**config.mk**
```make
export PLATFORM = sky130hd
export DESIGN_NAME = vga_sync_gen
export DESIGN_NICKNAME = d
export VERILOG_FILES = /design/src/rtl/vga_timing_pkg.sv /design/src/rtl/vga_line_counter.sv /design/src/rtl/vga_sync_gen.sv
export SDC_FILE = /design/constraint.sdc
export NUM_CORES = 1
export LEC_CHECK = 0
export BUFFER_PORTS_ARGS = -buffer_cell sky130_fd_sc_hd__buf_2
export CAP_MARGIN = 10
export CORE_ASPECT_RATIO = 1.5
export CORE_MARGIN = 3
export CORE_UTILIZATION = 40
export CTS_BUF_LIST = sky130_fd_sc_hd__clkbuf_2 sky130_fd_sc_hd__clkbuf_4 sky130_fd_sc_hd__clkbuf_8
export DETAILED_ROUTE_END_ITERATION = 8
export PLACE_DENSITY = 0.63
export SLEW_MARGIN = 20
export SYNTH_ARGS = -nofsm -noshare
export SYNTH_HDL_FRONTEND = slang
export SYNTH_SLANG_ARGS = --single-unit
```
**constraint.sdc**
```tcl
create_clock -name clk -period 3.2 [get_ports clk]
set_clock_uncertainty 0.1 [all_clocks]
set_input_delay 0.48 -clock clk [delete_from_list [all_inputs] [get_ports clk]]
set_output_delay 0.48 -clock clk [all_outputs]
set_load 0.02 [all_outputs]
```
**src/rtl/vga_timing_pkg.sv**
```systemverilog
// ============================================================================
// Module      : vga_timing_pkg
// Description : Default 640x480@60 VGA timing constants, derived totals and
//               sync window bounds, plus the shared line-wrap helper.
// Revision    : 1.0 - initial release
// ============================================================================
`default_nettype none

package vga_timing_pkg;

  // Default timing for 640x480@60 with a 25 MHz pixel clock
  localparam int C_H_VISIBLE = 640;
  localparam int C_H_FRONT   = 16;
  localparam int C_H_SYNC    = 96;
  localparam int C_H_BACK    = 48;
  localparam int C_V_VISIBLE = 480;
  localparam int C_V_FRONT   = 10;
  localparam int C_V_SYNC    = 2;
  localparam int C_V_BACK    = 33;

  // Derived totals and sync windows; each window is [start, end)
  localparam int C_H_TOTAL      = C_H_VISIBLE + C_H_FRONT + C_H_SYNC + C_H_BACK;
  localparam int C_V_TOTAL      = C_V_VISIBLE + C_V_FRONT + C_V_SYNC + C_V_BACK;
  localparam int C_H_SYNC_START = C_H_VISIBLE + C_H_FRONT;
  localparam int C_H_SYNC_END   = C_H_SYNC_START + C_H_SYNC;
  localparam int C_V_SYNC_START = C_V_VISIBLE + C_V_FRONT;
  localparam int C_V_SYNC_END   = C_V_SYNC_START + C_V_SYNC;

  // Pixel coordinate width; both visible dimensions fit below 1024
  localparam int C_PIX_W = 10;

  // Next line number with wrap; anything at or past the last line wraps to 0
  function automatic logic [15:0] next_line(input logic [15:0] cur,
                                            input logic [15:0] total);
    return (cur >= total - 16'd1) ? 16'd0 : cur + 16'd1;
  endfunction

endpackage

`default_nettype wire

```
**src/rtl/vga_line_counter.sv**
```systemverilog
// ============================================================================
// Module      : vga_line_counter
// Description : Vertical line counter advanced by the end-of-line strobe.
//               Also exports the effective line (next value when the strobe
//               is high) so decodes line up with H_counter==0.
// Revision    : 1.0 - initial release
// ============================================================================
`default_nettype none

module vga_line_counter
  import vga_timing_pkg::*;
#(
  parameter int V_TOTAL = C_V_TOTAL
) (
  input  logic        clk,
  input  logic        rst_n,
  input  logic        ena_V,
  output logic [15:0] V_counter,
  output logic [15:0] v_line
);

  localparam logic [15:0] c_v_total = 16'(V_TOTAL);

  logic [15:0] v_cnt_q;
  logic [15:0] v_cnt_d;

  // Next line value: advance with wrap on the strobe, otherwise hold
  always_comb begin
    v_cnt_d = v_cnt_q;
    if (ena_V) begin
      v_cnt_d = next_line(v_cnt_q, c_v_total);
    end
  end

  // Line counter register
  always_ff @(posedge clk or negedge rst_n) begin
    if (!rst_n) begin
      v_cnt_q <= 16'd0;
    end else begin
      v_cnt_q <= v_cnt_d;
    end
  end

  assign V_counter = v_cnt_q;
  // The effective line is exactly the next-state value
  assign v_line    = v_cnt_d;

endmodule

`default_nettype wire

```
**src/rtl/vga_sync_gen.sv**
```systemverilog
// ============================================================================
// Module      : vga_sync_gen
// Description : Vertical counter plus registered sync/blank decode producing
//               hsync, vsync, video_on, pixel coordinates and frame_start.
//               Optional macro VGA_FRAME_CNT_EN adds a 16-bit frame counter.
// Revision    : 1.0 - initial release
// ============================================================================
`default_nettype none

module vga_sync_gen
  import vga_timing_pkg::*;
#(
  parameter int H_VISIBLE = C_H_VISIBLE,
  parameter int H_FRONT   = C_H_FRONT,
  parameter int H_SYNC    = C_H_SYNC,
  parameter int H_BACK    = C_H_BACK,
  parameter int V_VISIBLE = C_V_VISIBLE,
  parameter int V_FRONT   = C_V_FRONT,
  parameter int V_SYNC    = C_V_SYNC,
  parameter int V_BACK    = C_V_BACK
) (
  input  logic               clk,
  input  logic               rst_n,
  input  logic               ena_V,
  input  logic [15:0]        H_counter,
  output logic [15:0]        V_counter,
  output logic               hsync,
  output logic               vsync,
  output logic               video_on,
  output logic [C_PIX_W-1:0] pixel_x,
  output logic [C_PIX_W-1:0] pixel_y,
`ifdef VGA_FRAME_CNT_EN
  output logic [15:0]        frame_cnt,
`endif
  output logic               frame_start
);

  // 16-bit decode bounds; H_BACK only matters upstream for the line length
  localparam int          c_v_total       = V_VISIBLE + V_FRONT + V_SYNC + V_BACK;
  localparam logic [15:0] c_h_visible     = 16'(H_VISIBLE);
  localparam logic [15:0] c_v_visible     = 16'(V_VISIBLE);
  localparam logic [15:0] c_h_sync_start  = 16'(H_VISIBLE + H_FRONT);
  localparam logic [15:0] c_h_sync_end    = 16'(H_VISIBLE + H_FRONT + H_SYNC);
  localparam logic [15:0] c_v_sync_start  = 16'(V_VISIBLE + V_FRONT);
  localparam logic [15:0] c_v_sync_end    = 16'(V_VISIBLE + V_FRONT + V_SYNC);

  logic [15:0]        w_v_line;
  logic               w_video_on;
  logic               w_hsync;
  logic               w_vsync;
  logic               w_frame_start;

  logic               hsync_q;
  logic               vsync_q;
  logic               video_on_q;
  logic [C_PIX_W-1:0] pixel_x_q;
  logic [C_PIX_W-1:0] pixel_y_q;
  logic               frame_start_q;

  vga_line_counter #(
    .V_TOTAL   (c_v_total)
  ) u_line_counter (
    .clk       (clk),
    .rst_n     (rst_n),
    .ena_V     (ena_V),
    .V_counter (V_counter),
    .v_line    (w_v_line)
  );

  // Combinational decode of the current pixel position; out-of-range
  // H_counter falls outside every window and so reads as blanking
  always_comb begin
    w_video_on    = (H_counter < c_h_visible) && (w_v_line < c_v_visible);
    w_hsync       = !((H_counter >= c_h_sync_start) && (H_counter < c_h_sync_end));
    w_vsync       = !((w_v_line >= c_v_sync_start) && (w_v_line < c_v_sync_end));
    w_frame_start = (H_counter == 16'd0) && (w_v_line == 16'd0);
  end

  // Output registers: one clock of latency from H_counter
  always_ff @(posedge clk or negedge rst_n) begin
    if (!rst_n) begin
      hsync_q       <= 1'b1;
      vsync_q       <= 1'b1;
      video_on_q    <= 1'b0;
      pixel_x_q     <= '0;
      pixel_y_q     <= '0;
      frame_start_q <= 1'b0;
    end else begin
      hsync_q       <= w_hsync;
      vsync_q       <= w_vsync;
      video_on_q    <= w_video_on;
      pixel_x_q     <= w_video_on ? H_counter[C_PIX_W-1:0] : '0;
      pixel_y_q     <= w_video_on ? w_v_line[C_PIX_W-1:0]  : '0;
      frame_start_q <= w_frame_start;
    end
  end

  assign hsync       = hsync_q;
  assign vsync       = vsync_q;
  assign video_on    = video_on_q;
  assign pixel_x     = pixel_x_q;
  assign pixel_y     = pixel_y_q;
  assign frame_start = frame_start_q;

`ifdef VGA_FRAME_CNT_EN
  logic [15:0] frame_cnt_q;

  // Frame counter: counts each registered frame_start pulse, wraps mod 2^16
  always_ff @(posedge clk or negedge rst_n) begin
    if (!rst_n) begin
      frame_cnt_q <= 16'd0;
    end else if (frame_start_q) begin
      frame_cnt_q <= frame_cnt_q + 16'd1;
    end
  end

  assign frame_cnt = frame_cnt_q;
`endif

endmodule

`default_nettype wire

```
# [After elaboration in Yosys (flattened, before gate mapping)]
# Index checks and enable logic that the tools add are counted.
[totals] reg_bits=40 inputBits=19 output_inout_bits=40 word_cells=27
[op_classes] n_addsub=1 n_lt_le_gt_ge=7 mux=4 reduce_logical=8
[ops] cell="16-bit by 10-bit >= comparator with 1-bit output, second input constant" count=2
[ops] cell="16-bit zero test" count=2
[ops] cell="16-bit by 10-bit less-than comparator with 1-bit output, second input constant" count=2
[ops] cell="16-bit by 9-bit less-than comparator with 1-bit output, second input constant" count=2
[ops] cell="16-bit two-way mux" count=2
[ops] cell="10-bit two-way mux" count=2
[ops] cell="16-bit by 1-bit adder with 16-bit output, second input constant" count=1
[ops] cell="16-bit by 9-bit >= comparator with 1-bit output, second input constant" count=1
[ops] cell="1-bit logical AND" count=4
[ops] cell="1-bit zero test" count=2

# [Depth between registers and ports, before layout]
[depth] ltp_word=6 mapped_depth=7 depth_no_buf=6

# [Hierarchy]
# Synthesis repeated with hierarchy kept, for this count alone.
[unflattened] cells_unflattened=169 area_unflattened_um2=1886.8
[modules_own_cells] module="vga_sync_gen" instances=1 cells_each=91 area_per_inst_um2=1064.8 seq_area_each_um2=603.1
[modules_own_cells] module="vga_line_counter" instances=1 cells_each=78 area_per_inst_um2=822.0 seq_area_each_um2=400.4

# [Least setup slack after synthesis]
# OpenSTA, ideal clock, no wires.
[synth_timing] path_kind="register to register" from="reg u_line_counter.v_cnt_q[6] (netlist: u_line_counter.V_counter[6])" to="reg pixel_y_q[3] (netlist: pixel_y[3])" setup_time_ns=0.096 t_arrival_ns=2.223 required_time_ns=3.004 path_slack_ns=0.781 path_stages_with_launch=8 n_path_buf=2 period_less_slack_ns=2.419 path_cell_list="dfrtp_1 -> buf_6 -> or4_1 -> o31a_1 -> o21a_2 -> buf_6 -> or2_1 -> nor4_2"
[synth_via] elab_chain_len=6 word_cells_on_any_way=7 cone_classes="add/sub (1); order compare (2); mux (3); reduce/logical (1)"
[synth_rtl] item="start, declared" line="vga_line_counter.sv:24" text="logic [15:0] v_cnt_q;"
[synth_rtl] item="start signal, assigned" line="vga_line_counter.sv:40" text="v_cnt_q <= v_cnt_d;"
[synth_rtl] item="16-bit by 1-bit adder with 16-bit output / 16-bit by 10-bit >= comparator with 1-bit output (equally long branches)" line="vga_timing_pkg.sv:35" text="return (cur >= total - 16'd1) ? 16'd0 : cur + 16'd1;"
[synth_rtl] item="16-bit two-way mux" line="vga_timing_pkg.sv:35"
[synth_rtl] item="16-bit two-way mux *" line="vga_line_counter.sv:30" text="if (ena_V) begin"
[synth_rtl] item="16-bit by 9-bit less-than comparator with 1-bit output" line="vga_sync_gen.sv:73" text="w_video_on = (H_counter < c_h_visible) && (w_v_line < c_v_visible);"
[synth_rtl] item="1-bit logical AND" line="vga_sync_gen.sv:73"
[synth_rtl] item="10-bit two-way mux *" line="vga_sync_gen.sv:93" text="pixel_y_q <= w_video_on ? w_v_line[C_PIX_W-1:0] : '0;"
[synth_rtl] item="end signal, assigned" line="vga_sync_gen.sv:93"
[synth_rtl] item="end, declared" line="vga_sync_gen.sv:57" text="logic [C_PIX_W-1:0] pixel_y_q;"
# Every way passes the cells marked *; elsewhere a longest branch is shown, timed or not.

# [Final worst setup path]
[layout_timing] from="reg u_line_counter.v_cnt_q[6] (netlist: u_line_counter.V_counter[6])" to="reg pixel_x_q[4] (netlist: pixel_x[4])"
[layout_via] elab_chain_len=6 word_cells_on_any_way=7 cone_classes="add/sub (1); order compare (2); mux (3); reduce/logical (1)"
[layout_rtl] item="16-bit by 1-bit adder with 16-bit output / 16-bit by 10-bit >= comparator with 1-bit output (equally long branches)" line="vga_timing_pkg.sv:35"
[layout_rtl] item="16-bit two-way mux" line="vga_timing_pkg.sv:35"
[layout_rtl] item="16-bit two-way mux *" line="vga_line_counter.sv:30"
[layout_rtl] item="16-bit by 9-bit less-than comparator with 1-bit output *" line="vga_sync_gen.sv:73"
[layout_rtl] item="1-bit logical AND *" line="vga_sync_gen.sv:73"
[layout_rtl] item="10-bit two-way mux *" line="vga_sync_gen.sv:92" text="pixel_x_q <= w_video_on ? H_counter[C_PIX_W-1:0] : '0;"
[layout_rtl] item="end signal, assigned" line="vga_sync_gen.sv:92"
[layout_rtl] item="end, declared" line="vga_sync_gen.sv:56" text="logic [C_PIX_W-1:0] pixel_x_q;"
# Marked as above.

==> qor.csv <==
stage;metric;value;unit
power_and_ir_drop;Worst VDD drop;258;µV
cells_and_area;layout cells sized above 1;29.3;%
global_routing;antenna violations before repair;0;
status;status;finished clean;
global_routing;largest net degree at the start of global routing;41;
clock_network;postcts setup bufs;0;
placement;IO buf count;58;
critical_path;Critical Path Start;u_line_counter.V_counter[6];
power_and_ir_drop;Combinational Power Share;21.4;%
power_and_ir_drop;clock power share;31.4;%
floorplanning;die height;92.3;µm
critical_path;Setup crit start kind;register;
clock_network;clock buffer depth;2;
cells_and_area;Final nets;279;
clock_network;CTS Buf Count;5;
sta;f_max;376;MHz
floorplanning;Core Area;0.00465;mm²
sta;Setup TNS;0;ps
global_routing;first-pass GRT wire length;7630;µm
power_and_ir_drop;switching pwr;0.424;mW
sta;fin worst setup slack;537;ps
critical_path;Worst Path Required;3250;ps
synth;Net Count, Synth;225;
power_and_ir_drop;Pleak;1.24;nW
clock_network;CTS clock-pin slew for the worst setup and hold paths;80;ps
route;WL/cell;14.2;µm
cells_and_area;fin area;0.00242;mm²
power_and_ir_drop;Pint;0.880;mW
synth;Avg Cell Area, Syn;9.73;µm²
critical_path;CP Capture Type;register;
placement;dpl cells;315;
synth;post-synth cell types;43;
clock_network;CTS Hold Buffers Added;0;
floorplanning;I/O pin count;59;
sta;RSZ-0062 raised after global routing;false;
cells_and_area;area grow syn2layout;21.8;%
power_and_ir_drop;power per cell area;540;mW/mm²
synth;Post-synth top flop;dfrtp_1;
synth;Async SR Flop Fraction;100;%
placement;routability cong.;0.760;
sta;Hold Fails Final Rpt;0;
sta;Period minus WS final;2660;ps
placement;Area after DPL;0.00230;mm²
power_and_ir_drop;Seq pwr share;47.1;%
synth;Cell Area, Synth;0.00198;mm²
placement;hpwl dp;3430;µm
synth;Synth Register Bits;40;
sta;worst-margin pin slew;864;ps
job;max-cap viol count;0;
critical_path;peak fanout along the critical path;15;
synth;Mapped Cells;204;
placement;Setup WS pre-CTS;511;ps
worst_hold_path;Hold Path Class;input pin to asynchronous set/reset pin;
cells_and_area;Final Non-Filler Cells;323;
route;via density per instance;5.31;
sta;period utilization;83.2;%
route;Detailed Route WL;4590;µm
clock_network;TritonCTS clock tree;done;
route;DRT antenna net count;0;
synth;Yosys top cell area share;47.9;%
synth;Post-synth EDFFs;0;
synth;post-synth top area cell;dfrtp_1;
route;First-pass DRT Iterations;4;
synth;synth top area cells;dfrtp_1, nor4_1, inv_1, xnor2_1, dfstp_2;
floorplanning;Row Count;30;
sta;max_slew headroom;42.4;%
cells_and_area;Antenna Cells;0;
critical_path;crit path DAT;2710;ps
cells_and_area;most frequent cells in the layout;buf_2, dfrtp_1, inv_1;
clock_network;# resized after CTS;0;
cells_and_area;commonest non-fill, non-tap cell in the layout;buf_2;
synth;sequential area share after synthesis;50.6;%
route;DRT iter0 DRCs;78;
clock_network;Clock Tree Root;clkbuf_8;
clock_network;H-tree depth;2;
route;DRC;0;
clock_network;clock tree sinks;40;
clock_network;worst skew pair latency;290;ps
power_and_ir_drop;switching share of power;32.5;%
global_routing;All-Layer GR Usage;16.7;%
sta;Final Max Tran Viols;0;
synth;synth warn;0;
critical_path;FF-to-FF Start;u_line_counter.V_counter[6];
global_routing;vias in the first global route;1616;
floorplanning;DIE WIDTH;63.5;µm
cells_and_area;fillers;486;
floorplanning;die area;0.00586;mm²
global_routing;GRT overflow;0;
critical_path;Setup CP Type;register to register;
route;DR vias;1716;
sta;count of final setup violators;0;
floorplanning;Initial Util;42.6;%
final timing paths:
path                       slack [ps]                           end  cells after the start
max reg2reg                       540                    pixel_x[4]                      5
min                               200   u_line_counter.V_counter[9]                      1
max in group asynchronous        2260                    pixel_y[5]                      1
min reg2reg                       410  u_line_counter.V_counter[15]                      2
max                               540                    pixel_x[4]                      5
min in group clk                  290                         hsync                      2
power groups by stage:
stage | Combinational, mW | Clock [mW] | Sequential (mW)
4_1_cts | 0.281 | 0.419 | 0.613
5_1_grt | 0.310 | 0.447 | 0.626
6_report | 0.279 | 0.410 | 0.614
3_3_place_gp | 0.279 | 0 | 0.622
3_5_place_dp | 0.278 | 0 | 0.623
2_1_floorplan | 0.188 | 0 | 0.619
logic make-up (layout without fill, tap and decap cells):
group / count (synthesis) / count (layout) / synth area share (%)
compound gates: 23 / 23 / 8.07
xor+xnor: 12 / 12 / 5.30
fa+ha+maj: 2 / 2 / 1.26
buf+inv: 34 / 89 / 7.50
flops: 40 / 40 / 50.6
mux: 2 / 2 / 1.07
other cells: 1 / 1 / 0.189
simple gates: 90 / 90 / 26.0
layer usage:
| layer | part of all wire [%] | up-vias | wire [µm] | global-route usage [%] |
|---|---|---|---|---|
| met5 | 0 | - | 0 | 0 |
| met4 | 2.3 | 0 | 106 | 7.39 |
| met3 | 6.3 | 8 | 291 | 3.80 |
| met2 | 50 | 52 | 2280 | 27.8 |
| met1 | 42 | 820 | 1920 | 20.4 |
| li1 | - | 836 | - | - |
metrics by stage:
step	power (mW)	util (%)	hold slack, ps
after detailed placement	0.901	49.5	406
final	1.30	51.9	199
after global placement	0.901	49.5	402
after CTS	1.31	51.9	233
after floorplan	0.807	-	84.4
after global routing	1.38	51.9	272
worst max-delay path: stages, from the launching register on:
cell     delay [ps]
dfrtp_1         480
or4_1           550
o31a_1          300
o21a_2          320
a21oi_1         670
nor4_1          100
area by class of cell:
cell class              count  area, µm²  share of cell area [%]
clock buffers               5       68.8                    2.85
clock inverters             3       42.5                    1.76
inverters                  21       78.8                    3.26
multi-input cells         130        837                    34.6
flip-flops and latches     40       1000                    41.5
well taps                  64       80.1                    3.31
repair buffers             60        305                    12.6
sequential cells by signal, summed over array words and instances, names as in the netlist:
| name | flops |
|---|---|
| hsync | 1 |
| u_line_counter.V_counter | 16 |
| vsync | 1 |
| video_on | 1 |
| pixel_x | 10 |
| frame_start | 1 |
| pixel_y | 10 |
cell usage after synthesis (5+ instances only):
cell / number
a21oi_1: 5
nor4_1: 20
nand3_1: 10
buf_2: 5
xnor2_1: 8
and3_1: 5
or2_1: 5
nand4_1: 7
clkbuf_1: 6
dfrtp_1: 38
nor2_1: 13
nor3_1: 8
inv_1: 21
nand2_1: 8
(Power assumes the default switching activity.)
